## src/rtl/alarm_pkg.sv

```systemverilog
// Shared types and constants for the alarm tone generator.
package alarm_pkg;

  typedef enum logic [1:0] {
    IDLE = 2'd0,
    ON   = 2'd1,
    OFF  = 2'd2
  } state_e;

  localparam int unsigned DEF_SAMPLE_W = 32;
  typedef logic signed [DEF_SAMPLE_W-1:0] sample_t;

  // Default DAC sample width, tied to the sample_t payload type.
  function automatic int unsigned sample_w();
    return $bits(sample_t);
  endfunction

  localparam logic [0:0] CH_LEFT  = 1'b0;
  localparam logic [0:0] CH_RIGHT = 1'b1;

endpackage

```

## src/rtl/alarm_tone_gen_if.sv

```systemverilog
// Write handshake toward the Audio_Controller DAC FIFO.
interface alarm_tone_gen_if #(
  parameter int unsigned SAMPLE_W = 32
);
  logic                audio_out_allowed;
  logic                write_audio_out;
  logic [SAMPLE_W-1:0] left_channel_audio_out;
  logic [SAMPLE_W-1:0] right_channel_audio_out;

  modport master (
    input  audio_out_allowed,
    output write_audio_out,
    output left_channel_audio_out,
    output right_channel_audio_out
  );

  modport slave (
    output audio_out_allowed,
    input  write_audio_out,
    input  left_channel_audio_out,
    input  right_channel_audio_out
  );
endinterface

```

## src/rtl/sq_osc.sv

```systemverilog
// Square-wave oscillator: phase counter and polarity advanced per accepted sample.
module sq_osc #(
  parameter int unsigned SAMPLE_W = 32,
  parameter int unsigned AMP_W    = 24,
  parameter int unsigned HP_W     = 12
) (
  input  logic                       clk,
  input  logic                       rst_n,
  input  logic                       adv,
  input  logic                       clr,
  input  logic [HP_W-1:0]            i_half_period,
  input  logic [AMP_W-1:0]           i_amplitude,
  output logic signed [SAMPLE_W-1:0] o_sample_nx_c
);

  logic [HP_W-1:0]            r_phase;
  logic                       r_pol;
  logic [HP_W-1:0]            w_hp_last;
  logic                       w_wrap;
  logic                       w_pol_nx;
  logic signed [SAMPLE_W-1:0] w_pos;

  // A half period of 0 behaves as 1: polarity flips on every sample.
  assign w_hp_last = (i_half_period == '0) ? '0 : i_half_period - HP_W'(1);
  assign w_wrap    = (r_phase == w_hp_last);
  assign w_pol_nx  = clr ? 1'b1 : ((adv && w_wrap) ? ~r_pol : r_pol);

  // Sample for the polarity that will hold after this edge.
  assign w_pos         = SAMPLE_W'(i_amplitude);
  assign o_sample_nx_c = w_pol_nx ? w_pos : -w_pos;

  always_ff @(posedge clk or negedge rst_n) begin
    if (!rst_n) begin
      r_phase <= '0;
      r_pol   <= 1'b1;
    end else if (clr) begin
      r_phase <= '0;
      r_pol   <= 1'b1;
    end else if (adv) begin
      if (w_wrap) begin
        r_phase <= '0;
        r_pol   <= ~r_pol;
      end else begin
        r_phase <= r_phase + HP_W'(1);
      end
    end
  end

endmodule

```

## src/rtl/alarm_tone_gen.sv

```systemverilog
// Alarm tone source: cadenced stereo square-wave beeps pushed into the DAC FIFO,
// with pitch and cadence counted in accepted samples rather than clocks.
module alarm_tone_gen
  import alarm_pkg::*;
#(
  parameter int unsigned SAMPLE_W = sample_w(),
  parameter int unsigned AMP_W    = 24,
  parameter int unsigned HP_W     = 12,
  parameter int unsigned CAD_W    = 20,
  parameter int unsigned REP_W    = 8
) (
  input  logic               CLOCK_50,
  input  logic               resetn,
  input  logic               enable,
  input  logic [HP_W-1:0]    half_period,
  input  logic [AMP_W-1:0]   amplitude,
  input  logic [CAD_W-1:0]   on_len,
  input  logic [CAD_W-1:0]   off_len,
  input  logic [REP_W-1:0]   repeats,
  input  logic [1:0]         chan_en,
  alarm_tone_gen_if.master   aud,
  output logic               busy,
  output logic               done
);

  state_e              r_state;
  logic                r_en_d;
  logic                r_start;
  logic [HP_W-1:0]     r_hp;
  logic [AMP_W-1:0]    r_amp;
  logic [CAD_W-1:0]    r_on;
  logic [CAD_W-1:0]    r_off;
  logic [REP_W-1:0]    r_rep_cfg;
  logic [1:0]          r_chan;
  logic [CAD_W-1:0]    r_cad;
  logic [REP_W-1:0]    r_rep;
  logic [SAMPLE_W-1:0] r_left;
  logic [SAMPLE_W-1:0] r_right;
  logic                r_busy;
  logic                r_done;

  logic                       w_acc;
  logic                       w_on_last;
  logic                       w_off_last;
  logic [REP_W-1:0]           w_rep_nx;
  logic                       w_rep_end;
  logic                       w_rep_chk;
  logic                       w_osc_adv;
  logic                       w_osc_clr;
  logic signed [SAMPLE_W-1:0] w_samp;
  logic [SAMPLE_W-1:0]        w_left_nx;
  logic [SAMPLE_W-1:0]        w_right_nx;

  assign w_acc      = (r_state != IDLE) && aud.audio_out_allowed;
  assign w_on_last  = (r_cad == r_on - CAD_W'(1));
  assign w_off_last = (r_cad == r_off - CAD_W'(1));
  assign w_rep_nx   = r_rep + REP_W'(1);
  assign w_rep_end  = (r_rep_cfg != '0) && (w_rep_nx == r_rep_cfg);
  assign w_rep_chk  = w_acc && (((r_state == ON) && w_on_last && (r_off == '0)) ||
                                ((r_state == OFF) && w_off_last));

  // Oscillator is held cleared outside ON so every beep starts on the positive half.
  assign w_osc_adv = (r_state == ON) && w_acc;
  assign w_osc_clr = (r_state != ON) || (w_acc && w_on_last);

  sq_osc #(
    .SAMPLE_W (SAMPLE_W),
    .AMP_W    (AMP_W),
    .HP_W     (HP_W)
  ) u_osc (
    .clk           (CLOCK_50),
    .rst_n         (resetn),
    .adv           (w_osc_adv),
    .clr           (w_osc_clr),
    .i_half_period (r_hp),
    .i_amplitude   (r_amp),
    .o_sample_nx_c (w_samp)
  );

  assign w_left_nx  = r_chan[CH_LEFT]  ? w_samp : '0;
  assign w_right_nx = r_chan[CH_RIGHT] ? w_samp : '0;

  assign aud.write_audio_out         = w_acc;
  assign aud.left_channel_audio_out  = r_left;
  assign aud.right_channel_audio_out = r_right;
  assign busy = r_busy;
  assign done = r_done;

  // r_en_d resets high so a level already high at reset release is not a start.
  always_ff @(posedge CLOCK_50 or negedge resetn) begin
    if (!resetn) begin
      r_state   <= IDLE;
      r_en_d    <= 1'b1;
      r_start   <= 1'b0;
      r_hp      <= '0;
      r_amp     <= '0;
      r_on      <= '0;
      r_off     <= '0;
      r_rep_cfg <= '0;
      r_chan    <= '0;
      r_cad     <= '0;
      r_rep     <= '0;
      r_left    <= '0;
      r_right   <= '0;
      r_busy    <= 1'b0;
      r_done    <= 1'b0;
    end else begin
      r_en_d  <= enable;
      r_start <= 1'b0;
      r_done  <= 1'b0;
      case (r_state)
        IDLE: begin
          if (enable && !r_en_d) begin
            r_start   <= 1'b1;
            r_hp      <= half_period;
            r_amp     <= amplitude;
            r_on      <= on_len;
            r_off     <= off_len;
            r_rep_cfg <= repeats;
            r_chan    <= chan_en;
          end
          if (r_start) begin
            r_cad <= '0;
            r_rep <= '0;
            if (r_on != '0) begin
              r_state <= ON;
              r_busy  <= 1'b1;
              r_left  <= w_left_nx;
              r_right <= w_right_nx;
            end else if (r_off != '0) begin
              r_state <= OFF;
              r_busy  <= 1'b1;
            end else begin
              r_done <= 1'b1;
            end
          end
        end
        default: begin
          if (!enable) begin
            r_state <= IDLE;
            r_busy  <= 1'b0;
            r_left  <= '0;
            r_right <= '0;
          end else if (w_rep_chk) begin
            r_cad <= '0;
            r_rep <= w_rep_nx;
            if (w_rep_end) begin
              r_state <= IDLE;
              r_busy  <= 1'b0;
              r_done  <= 1'b1;
              r_left  <= '0;
              r_right <= '0;
            end else if (r_on != '0) begin
              r_state <= ON;
              r_left  <= w_left_nx;
              r_right <= w_right_nx;
            end else begin
              r_state <= OFF;
              r_left  <= '0;
              r_right <= '0;
            end
          end else if (w_acc) begin
            if ((r_state == ON) && w_on_last) begin
              r_cad   <= '0;
              r_state <= OFF;
              r_left  <= '0;
              r_right <= '0;
            end else begin
              r_cad <= r_cad + CAD_W'(1);
              if (r_state == ON) begin
                r_left  <= w_left_nx;
                r_right <= w_right_nx;
              end
            end
          end
        end
      endcase
    end
  end

endmodule

```

## src/flat_wrapper.sv

```systemverilog
// flat-port wrapper written by rule: the top's interface ports become plain ports
module alarm_tone_gen_flat import alarm_pkg::*;
#(
  parameter int unsigned SAMPLE_W = sample_w(),
  parameter int unsigned AMP_W    = 24,
  parameter int unsigned HP_W     = 12,
  parameter int unsigned CAD_W    = 20,
  parameter int unsigned REP_W    = 8
)
  (CLOCK_50, resetn, enable, half_period, amplitude, on_len, off_len, repeats, chan_en, busy, done, aud_audio_out_allowed, aud_write_audio_out, aud_left_channel_audio_out, aud_right_channel_audio_out);
  alarm_tone_gen_if #(.SAMPLE_W(SAMPLE_W)) aud_i ();
  input  logic CLOCK_50;
  input  logic resetn;
  input  logic enable;
  input  logic [HP_W-1:0] half_period;
  input  logic [AMP_W-1:0] amplitude;
  input  logic [CAD_W-1:0] on_len;
  input  logic [CAD_W-1:0] off_len;
  input  logic [REP_W-1:0] repeats;
  input  logic [1:0] chan_en;
  output logic busy;
  output logic done;
  input wire logic [$bits(aud_i.audio_out_allowed)-1:0] aud_audio_out_allowed;
  output wire logic [$bits(aud_i.write_audio_out)-1:0] aud_write_audio_out;
  output wire logic [$bits(aud_i.left_channel_audio_out)-1:0] aud_left_channel_audio_out;
  output wire logic [$bits(aud_i.right_channel_audio_out)-1:0] aud_right_channel_audio_out;
  assign aud_i.audio_out_allowed = aud_audio_out_allowed;
  assign aud_write_audio_out = aud_i.write_audio_out;
  assign aud_left_channel_audio_out = aud_i.left_channel_audio_out;
  assign aud_right_channel_audio_out = aud_i.right_channel_audio_out;
  alarm_tone_gen #(.SAMPLE_W(SAMPLE_W), .AMP_W(AMP_W), .HP_W(HP_W), .CAD_W(CAD_W), .REP_W(REP_W)) u_core (.CLOCK_50(CLOCK_50), .resetn(resetn), .enable(enable), .half_period(half_period), .amplitude(amplitude), .on_len(on_len), .off_len(off_len), .repeats(repeats), .chan_en(chan_en), .aud(aud_i), .busy(busy), .done(done));
endmodule
```

## config.mk

```make
export PLATFORM = sky130hd
export DESIGN_NAME = alarm_tone_gen_flat
export DESIGN_NICKNAME = d
export VERILOG_FILES = /design/src/rtl/alarm_pkg.sv /design/src/rtl/alarm_tone_gen_if.sv /design/src/rtl/sq_osc.sv /design/src/rtl/alarm_tone_gen.sv /design/src/flat_wrapper.sv
export SDC_FILE = /design/constraint.sdc
export NUM_CORES = 1
export LEC_CHECK = 0
export CELL_PAD_IN_SITES_DETAIL_PLACEMENT = 0
export CELL_PAD_IN_SITES_GLOBAL_PLACEMENT = 1
export CORE_MARGIN = 10
export CORE_UTILIZATION = 45
export DETAILED_ROUTE_END_ITERATION = 10
export DONT_BUFFER_PORTS = 1
export GPL_TIMING_DRIVEN = 0
export PLACE_DENSITY = 0.84
export SLEW_MARGIN = 20
export SYNTH_ARGS = -nofsm -noshare
export SYNTH_HDL_FRONTEND = slang
export SYNTH_SLANG_ARGS = --single-unit
```

## constraint.sdc

```tcl
create_clock -name CLOCK_50 -period 7.6 [get_ports CLOCK_50]
set_input_delay 1.52 -clock CLOCK_50 [delete_from_list [all_inputs] [get_ports CLOCK_50]]
set_output_delay 1.52 -clock CLOCK_50 [all_outputs]
set_load 0.02 [all_outputs]
```

==> summary.txt, run 1 <==
gr usage total: 22.0%
Internal: 2.56 mW
Relative slew margins: 23.3%
DR vias: 10.7k
Critical Path Source Type: flip-flop
number of fill cells: 2514
PostCTS Resize Cnt: 0
Die ar.: 34000 µm²
Slew Limit Fails: 0
core area: 26800 µm²
worst-path fanout max: 10
# clock sinks: 197
Reg power frac: 41.2%
grt ovf: 0
Yosys warning count: 0
antenna violations before repair: 1
Worst Max-Slew Pin Slew: 1.14 ns
post-layout util: 49.2%
deepest level of the CTS H-tree: 4
Yosys top cell area share: 40.1%
sequential element share of the synthesized area: 40.6%
Hold Vio Cnt, Final: 0
outcome: finished clean
worst r2r src: u_core.r_hp[0]
# Post-CTS Setup Buffers: 0
I/O pins: 157
Final setup violation count: 0
CP Capture Point: u_core.aud.left_channel_audio_out[14]
Setup TNS: 0 ns
clock power share: 20.2%
Req. time, crit path: 7.96 ns
Critical Path Sink Type: flip-flop
Final nets: 1424
peak supply drop: 0.248 mV
post-route ant nets: 0
Reg2Reg Setup Slack: 2.53 ns
largest net degree at the start of global routing: 198
PwrDens: 347 nW/µm²
Remaining DRCs: 0
DRT iter0 DRCs: 984
Final Power: 4.58 mW
RSZ-0062 raised after global routing: no
syn nets: 1405
Area Overhead vs Synth: 8.45%
vias in the first global route: 10.3k
CTS tree: built
Reg2Reg Depth: 14
CP cell instances: inv_1, ha_1, or3b_2, clkbuf_1, nor4_1, a221oi_1, a21o_1, nor4bb_1, nand3_1, clkbuf_1, clkbuf_1, nor3_1, a211oi_1, a22oi_1
Detailed Routing Iterations Pass 1: 6
Synth Register Bits: 197
GPL Wtd Cong: 0.917
clock buffer depth: 2
Worst Hold Class: flip-flop to flip-flop
P_leak: 5.00 nW
IO Port Bufs: 0
Syn Area/Cell: 9.30 µm²
worst reg2reg endpoint: u_core.aud.left_channel_audio_out[14]
worst setup path start: u_core.r_hp[0]
CP max stage cell: nor4bb_1
DP HPWL: 27800 µm
NetSw: 2.02 mW
Worst-path clk slew: 0.08 ns
Final min period: 5.07 ns
proportion of layout cells with a drive suffix above 1: 11.9%
clk_skew: 0.0203 ns
cell repeated most along the worst path: clkbuf_1
critical path class: flip-flop to flip-flop
final worst-path cycle share: 66.8%
site row count: 60
post-synthesis cell type count: 74
routed wire length: 37500 µm
CTS Buf Count: 17
Critical Path Max Stage Delay: 0.95 ns
Logic pwr share: 38.6%
Via density: 6.34
Max-cap violations: 0
hold buffers post-CTS: 0
Die Y: 184 µm
Net Sw Frac: 44.0%
largest cells by area after synthesis: dfrtp_1 (40%), mux2_2 (6.9%), nand2_1 (4.3%)
async set-reset flop share out of synthesis: 100%
synthesized cell area: 12200 µm²
Cells after Synth: 1307
Initial Util: 45.4%
Yosys top cell by area: dfrtp_1
Clock Latency Late Sink: 0.46 ns
crit path DAT: 5.43 ns
Routed WL per cell: 22.3 µm
Main synth FF type: dfrtp_1
Die Width: 184 µm
Max Fclk: 197 MHz
number of synthesized flops with an enable pin: 0
first-pass GRT wire length: 59000 µm
Clock Tree Root: clkbuf_16
[placed cells by master, fill, tap and decap left out, drive strengths merged, types with 6 or more instances in the layout]
cell and n:
nand2 139, a21oi 19, clkinv 6, o221ai 9
nand3 39, nor4 30, o21ai 66, or3 45
clkbuf 90, ha 8, nand4 13, dfrtp 195
or2 8, o21a 6, nor3 80, and3 20
a21o 18, inv 28, nor2b 7, a211oi 47
xor2 28, o31ai 14, a22oi 47, o311ai 17
nor2 58, mux2i 6, nor3b 16, nor4b 7
mux2 75, buf 22, o211ai 9, xnor2 56
or4 49
[cell usage after synthesis (all sizes together) (6+ instances only)]
cell type and count:
o21a 6, nand3 39, xor2 28, dfrtp 195, nor2b 7, a211oi 47, clkbuf 71, o31ai 14
nor3b 16, nor4b 7, nand2 139, o221ai 9, or4 49, o311ai 17, xnor2 56, a22oi 47
ha 8, o21ai 66, inv 23, or3 45, mux2 75, nor3 80, nor4 30, and3 20
buf 22, a21o 18, nand4 13, o211ai 9, nor2 58, or2 8, mux2i 6, a21oi 19
[area by class of cell]
class                      count  area (µm²)  share of cell area [%]
antenna                        1        2.50                  0.0190
inverter                      23        86.3                   0.655
clock inverter                13         139                    1.05
tap                          341         427                    3.24
multi-input combinational    994        6730                    51.0
sequential                   197        4930                    37.4
clock buffer                  19         453                    3.44
buffer                        93         415                    3.15
[routing by layer]
metal / vias to the layer above / part of all wire, % / track usage [%]
met3: 65 / 8.3 / 6.06
met2: 396 / 45 / 34.1
met1: 5257 / 44 / 28.9
li1: 4936 / - / -
met5: - / 0 / 0
met4: 0 / 2.7 / 7.54
[worst min path at each step]
stage | end | slack, ns | cells after the start | from
2_1_floorplan | u_core.r_rep[1] | 0.49 | 2 | u_core.r_rep[1]
3_3_place_gp | u_core.r_rep[1] | 0.51 | 2 | u_core.r_rep[1]
3_5_place_dp | u_core.r_rep[1] | 0.54 | 2 | u_core.r_rep[1]
4_1_cts | u_core.r_rep_cfg[4] | 0.55 | 1 | u_core.r_rep_cfg[4]
5_1_grt | u_core.r_rep_cfg[4] | 0.58 | 1 | u_core.r_rep_cfg[4]
6_report | u_core.r_rep_cfg[4] | 0.55 | 1 | u_core.r_rep_cfg[4]
[kinds of logic (layout without fill, tap and decap cells)]
group | count (synthesis) | count (layout) | synth area share (%)
buffers and inverters | 116 | 148 | 4.13
muxes | 81 | 81 | 7.44
other | 0 | 1 | 0
xor gates and xnor gates | 84 | 84 | 6.05
and+or+nand+nor | 540 | 540 | 24.2
DFF | 197 | 197 | 40.6
adders and majority gates | 8 | 8 | 0.823
AOI/OAI and AO/OA | 281 | 281 | 16.8
[power groups by stage]
stage	sequential (mW)	clock [mW]	combinational, mW
finish	1.89	0.926	1.77
global route	1.94	0.981	1.94
CTS	1.88	0.940	1.74
detailed placement	1.90	0	1.73
global placement	1.88	0	1.71
floorplan	1.73	0	1.34
[metrics by stage]
step / hold slack, ns / setup slack [ns] / std cells / cell area [µm²]
floorplan: 0.488 / 3.62 / 1307 / 12200
global placement: 0.508 / 2.69 / 1648 / 12600
detailed placement: 0.537 / 2.74 / 1648 / 12600
CTS: 0.555 / 2.70 / 1680 / 13200
global route: 0.581 / 2.24 / 1680 / 13200
finish: 0.555 / 2.53 / 1681 / 13200
[flip-flops by register name (all words and copies together) (netlist names)]
name	flops
u_core.r_on	20
u_core.u_osc.r_phase	12
u_core.r_state	2
u_core.r_amp	24
u_core.r_rep_cfg	8
u_core.r_cad	20
u_core.r_en_d	1
u_core.busy	1
u_core.r_start	1
u_core.r_rep	8
u_core.u_osc.r_pol	1
u_core.done	1
u_core.aud.right_channel_audio_out	32
u_core.r_off	20
u_core.aud.left_channel_audio_out	32
u_core.r_hp	12
u_core.r_chan	2
[worst max-delay path, delay by kind of cell, from the launching register on]
kind                       cells  cell delay (ns)
AOI/OAI and AO/OA              4             0.66
adders and majority gates      1             0.18
buffers and inverters          4             1.03
DFF                            1             0.42
and+or+nand+nor                5             2.68
(Power assumes the default switching activity.)
==> run 2: changes to the inputs <==
clock period = 5.1 ns   (was 7.6 ns; I/O delays follow)
==> run 2 against run 1 <==
  * Largest power group unchanged
  * Count of clock-buffer cells in the layout stayed put
  * Clock skew grew 0.00082 ns
  * Design area barely moved
  * Total power up 49%
  * Sequential power increased by 49%
  * Core utilization barely moved
  * Die area stayed put
  * First-iteration DRC count rose by 9.2%
  * Clock power is 49% higher
  * Highest routed layer unchanged
  * Combinational power increased by 49%
==> summary.txt, run 2 (synthesis gave the netlist of run 1 again) <==
outcome: finished clean
DP HPWL: 27800 µm
routed wire length: 37500 µm
clock power share: 20.2%
commonest non-fill, non-tap cells in the layout: dfrtp_1 (195), nand2_1 (138), nor3_1 (79)
Worst Hold Class: input pin to asynchronous set/reset pin
final worst-path cycle share: 94.2%
Area Overhead vs Synth: 8.51%
core area: 26800 µm²
proportion of layout cells with a drive suffix above 1: 12.1%
IO Port Bufs: 0
clock buffer depth: 2
number of fill cells: 2516
gr usage total: 22.0%
# clock sinks: 197
P_leak: 5.00 nW
Worst-path clk slew: 0.08 ns
Final nets: 1424
site row count: 60
worst r2r src: u_core.r_on[0]
RSZ-0062 raised after global routing: no
Critical Path Source Type: flip-flop
antenna violations before repair: 1
Max Fclk: 208 MHz
CP Capture Point: u_core.aud.right_channel_audio_out[2]
CTS Buf Count: 17
Detailed Routing Iterations Pass 1: 5
hold buffers post-CTS: 0
CP max stage cell: or4_4
Via density: 6.33
Die ar.: 34000 µm²
Reg2Reg Depth: 15
DRT iter0 DRCs: 1075
vias in the first global route: 10.3k
Internal: 3.82 mW
Max-cap violations: 0
Die Y: 184 µm
largest net degree at the start of global routing: 198
NetSw: 3.00 mW
I/O pins: 157
Critical Path Sink Type: flip-flop
Final min period: 4.81 ns
Final setup violation count: 0
Setup TNS: 0 ns
Clock Tree Root: clkbuf_16
Req. time, crit path: 5.41 ns
Reg power frac: 41.2%
first-pass GRT wire length: 59000 µm
Routed WL per cell: 22.3 µm
Slew Limit Fails: 0
Net Sw Frac: 44.0%
Post-DP Area: 12600 µm²
worst-path fanout max: 10
DR vias: 10.6k
peak supply drop: 0.369 mV
grt ovf: 0
cell repeated most along the worst path: buf_2
fin area: 13200 µm²
Reg2Reg Setup Slack: 0.29 ns
critical path class: flip-flop to flip-flop
PwrDens: 517 nW/µm²
crit path DAT: 5.12 ns
deepest level of the CTS H-tree: 4
clk_skew: 0.0211 ns
worst reg2reg endpoint: u_core.aud.right_channel_audio_out[2]
Relative slew margins: 32.0%
Logic pwr share: 38.6%
Die Width: 184 µm
GPL Wtd Cong: 0.917
post-route ant nets: 0
worst setup path start: u_core.r_on[0]
CP cell instances: inv_1, ha_1, or3b_1, buf_2, or4_4, a2111oi_4, nand4_1, or4b_1, buf_2, nor3_2, buf_2, buf_4, nor3_1, a211oi_1, a22oi_1
CTS tree: built
Worst Max-Slew Pin Slew: 1.01 ns
Critical Path Max Stage Delay: 0.58 ns
Remaining DRCs: 0
most common cell after layout, fill and taps aside: dfrtp_1
Initial Util: 45.4%
Hold Vio Cnt, Final: 0
Clock Latency Late Sink: 0.46 ns
## run 2: changes by cell type in the layout (fill, tap and decap cells not counted)
cell,before,now
clkbuf_1,71,70
clkbuf_2,0,1
nor4bb_1,2,1
nor4bb_2,0,1
## run 2: stage by stage
| stage | setup WS, ns | std cells | hold slack (ns) | utilization (%) | power [mW] |
|---|---|---|---|---|---|
| detailed placement | 0.238 | 1648 | 0.537 | 47.0 | 5.40 |
| global placement | 0.195 | 1648 | 0.508 | 47.0 | 5.35 |
| CTS | 0.195 | 1680 | 0.246 | 49.2 | 6.79 |
| global route | 0.0350 | 1680 | 0.255 | 49.2 | 7.25 |
| finish | 0.294 | 1681 | 0.275 | 49.2 | 6.82 |
| floorplan | 1.12 | 1307 | 0.488 | - | 4.57 |
## run 2: area by class of cell
class / instances / area [µm²] / share of cell area (%)
Multi-Input combinational cell: 994 / 6740 / 51.1
Clock inverter: 13 / 139 / 1.05
Tap cell: 341 / 427 / 3.23
Inverter: 23 / 86.3 / 0.654
Buffer: 93 / 417 / 3.16
Sequential cell: 197 / 4930 / 37.4
Clock buffer: 19 / 453 / 3.43
Antenna cell: 1 / 2.50 / 0.0190
## run 2: metal layers
metal	track usage [%]	vias up	share of wire [%]
met2	34.1	409	45
met3	6.06	59	8.4
met4	7.54	0	2.4
met5	0	-	0
li1	-	4935	-
met1	28.9	5232	44
## run 2: power groups by stage
stage / clock network [mW] / logic (mW) / registers [mW]
final: 1.38 / 2.63 / 2.81
after floorplan: 0 / 1.99 / 2.58
after global placement: 0 / 2.54 / 2.81
after detailed placement: 0 / 2.58 / 2.83
after CTS: 1.40 / 2.59 / 2.80
after global routing: 1.46 / 2.89 / 2.90
## run 2: timing repair
action                                  in CTS  in global routing
endpoints found under the setup margin       0                 48
buffers inserted                             0                  0
gates resized for setup                      0                  3
## run 2: worst min-delay path by stage
stage                               start         endpoint  slack, ns  cells past startpoint
after global routing               resetn      u_core.busy       0.26                      0
after CTS                          resetn      u_core.done       0.25                      0
final                              resetn      u_core.busy       0.27                      0
after detailed placement  u_core.r_rep[1]  u_core.r_rep[1]       0.54                      2
after global placement    u_core.r_rep[1]  u_core.r_rep[1]       0.51                      2
after floorplan           u_core.r_rep[1]  u_core.r_rep[1]       0.49                      2
## run 2: worst max-delay path, delay by kind of cell (launching register included)
kind            cells  cell delay (ns)
flops               1             0.44
simple gates        6             2.12
buf+inv             5             1.11
fa+ha+maj           1             0.23
compound gates      3             0.75
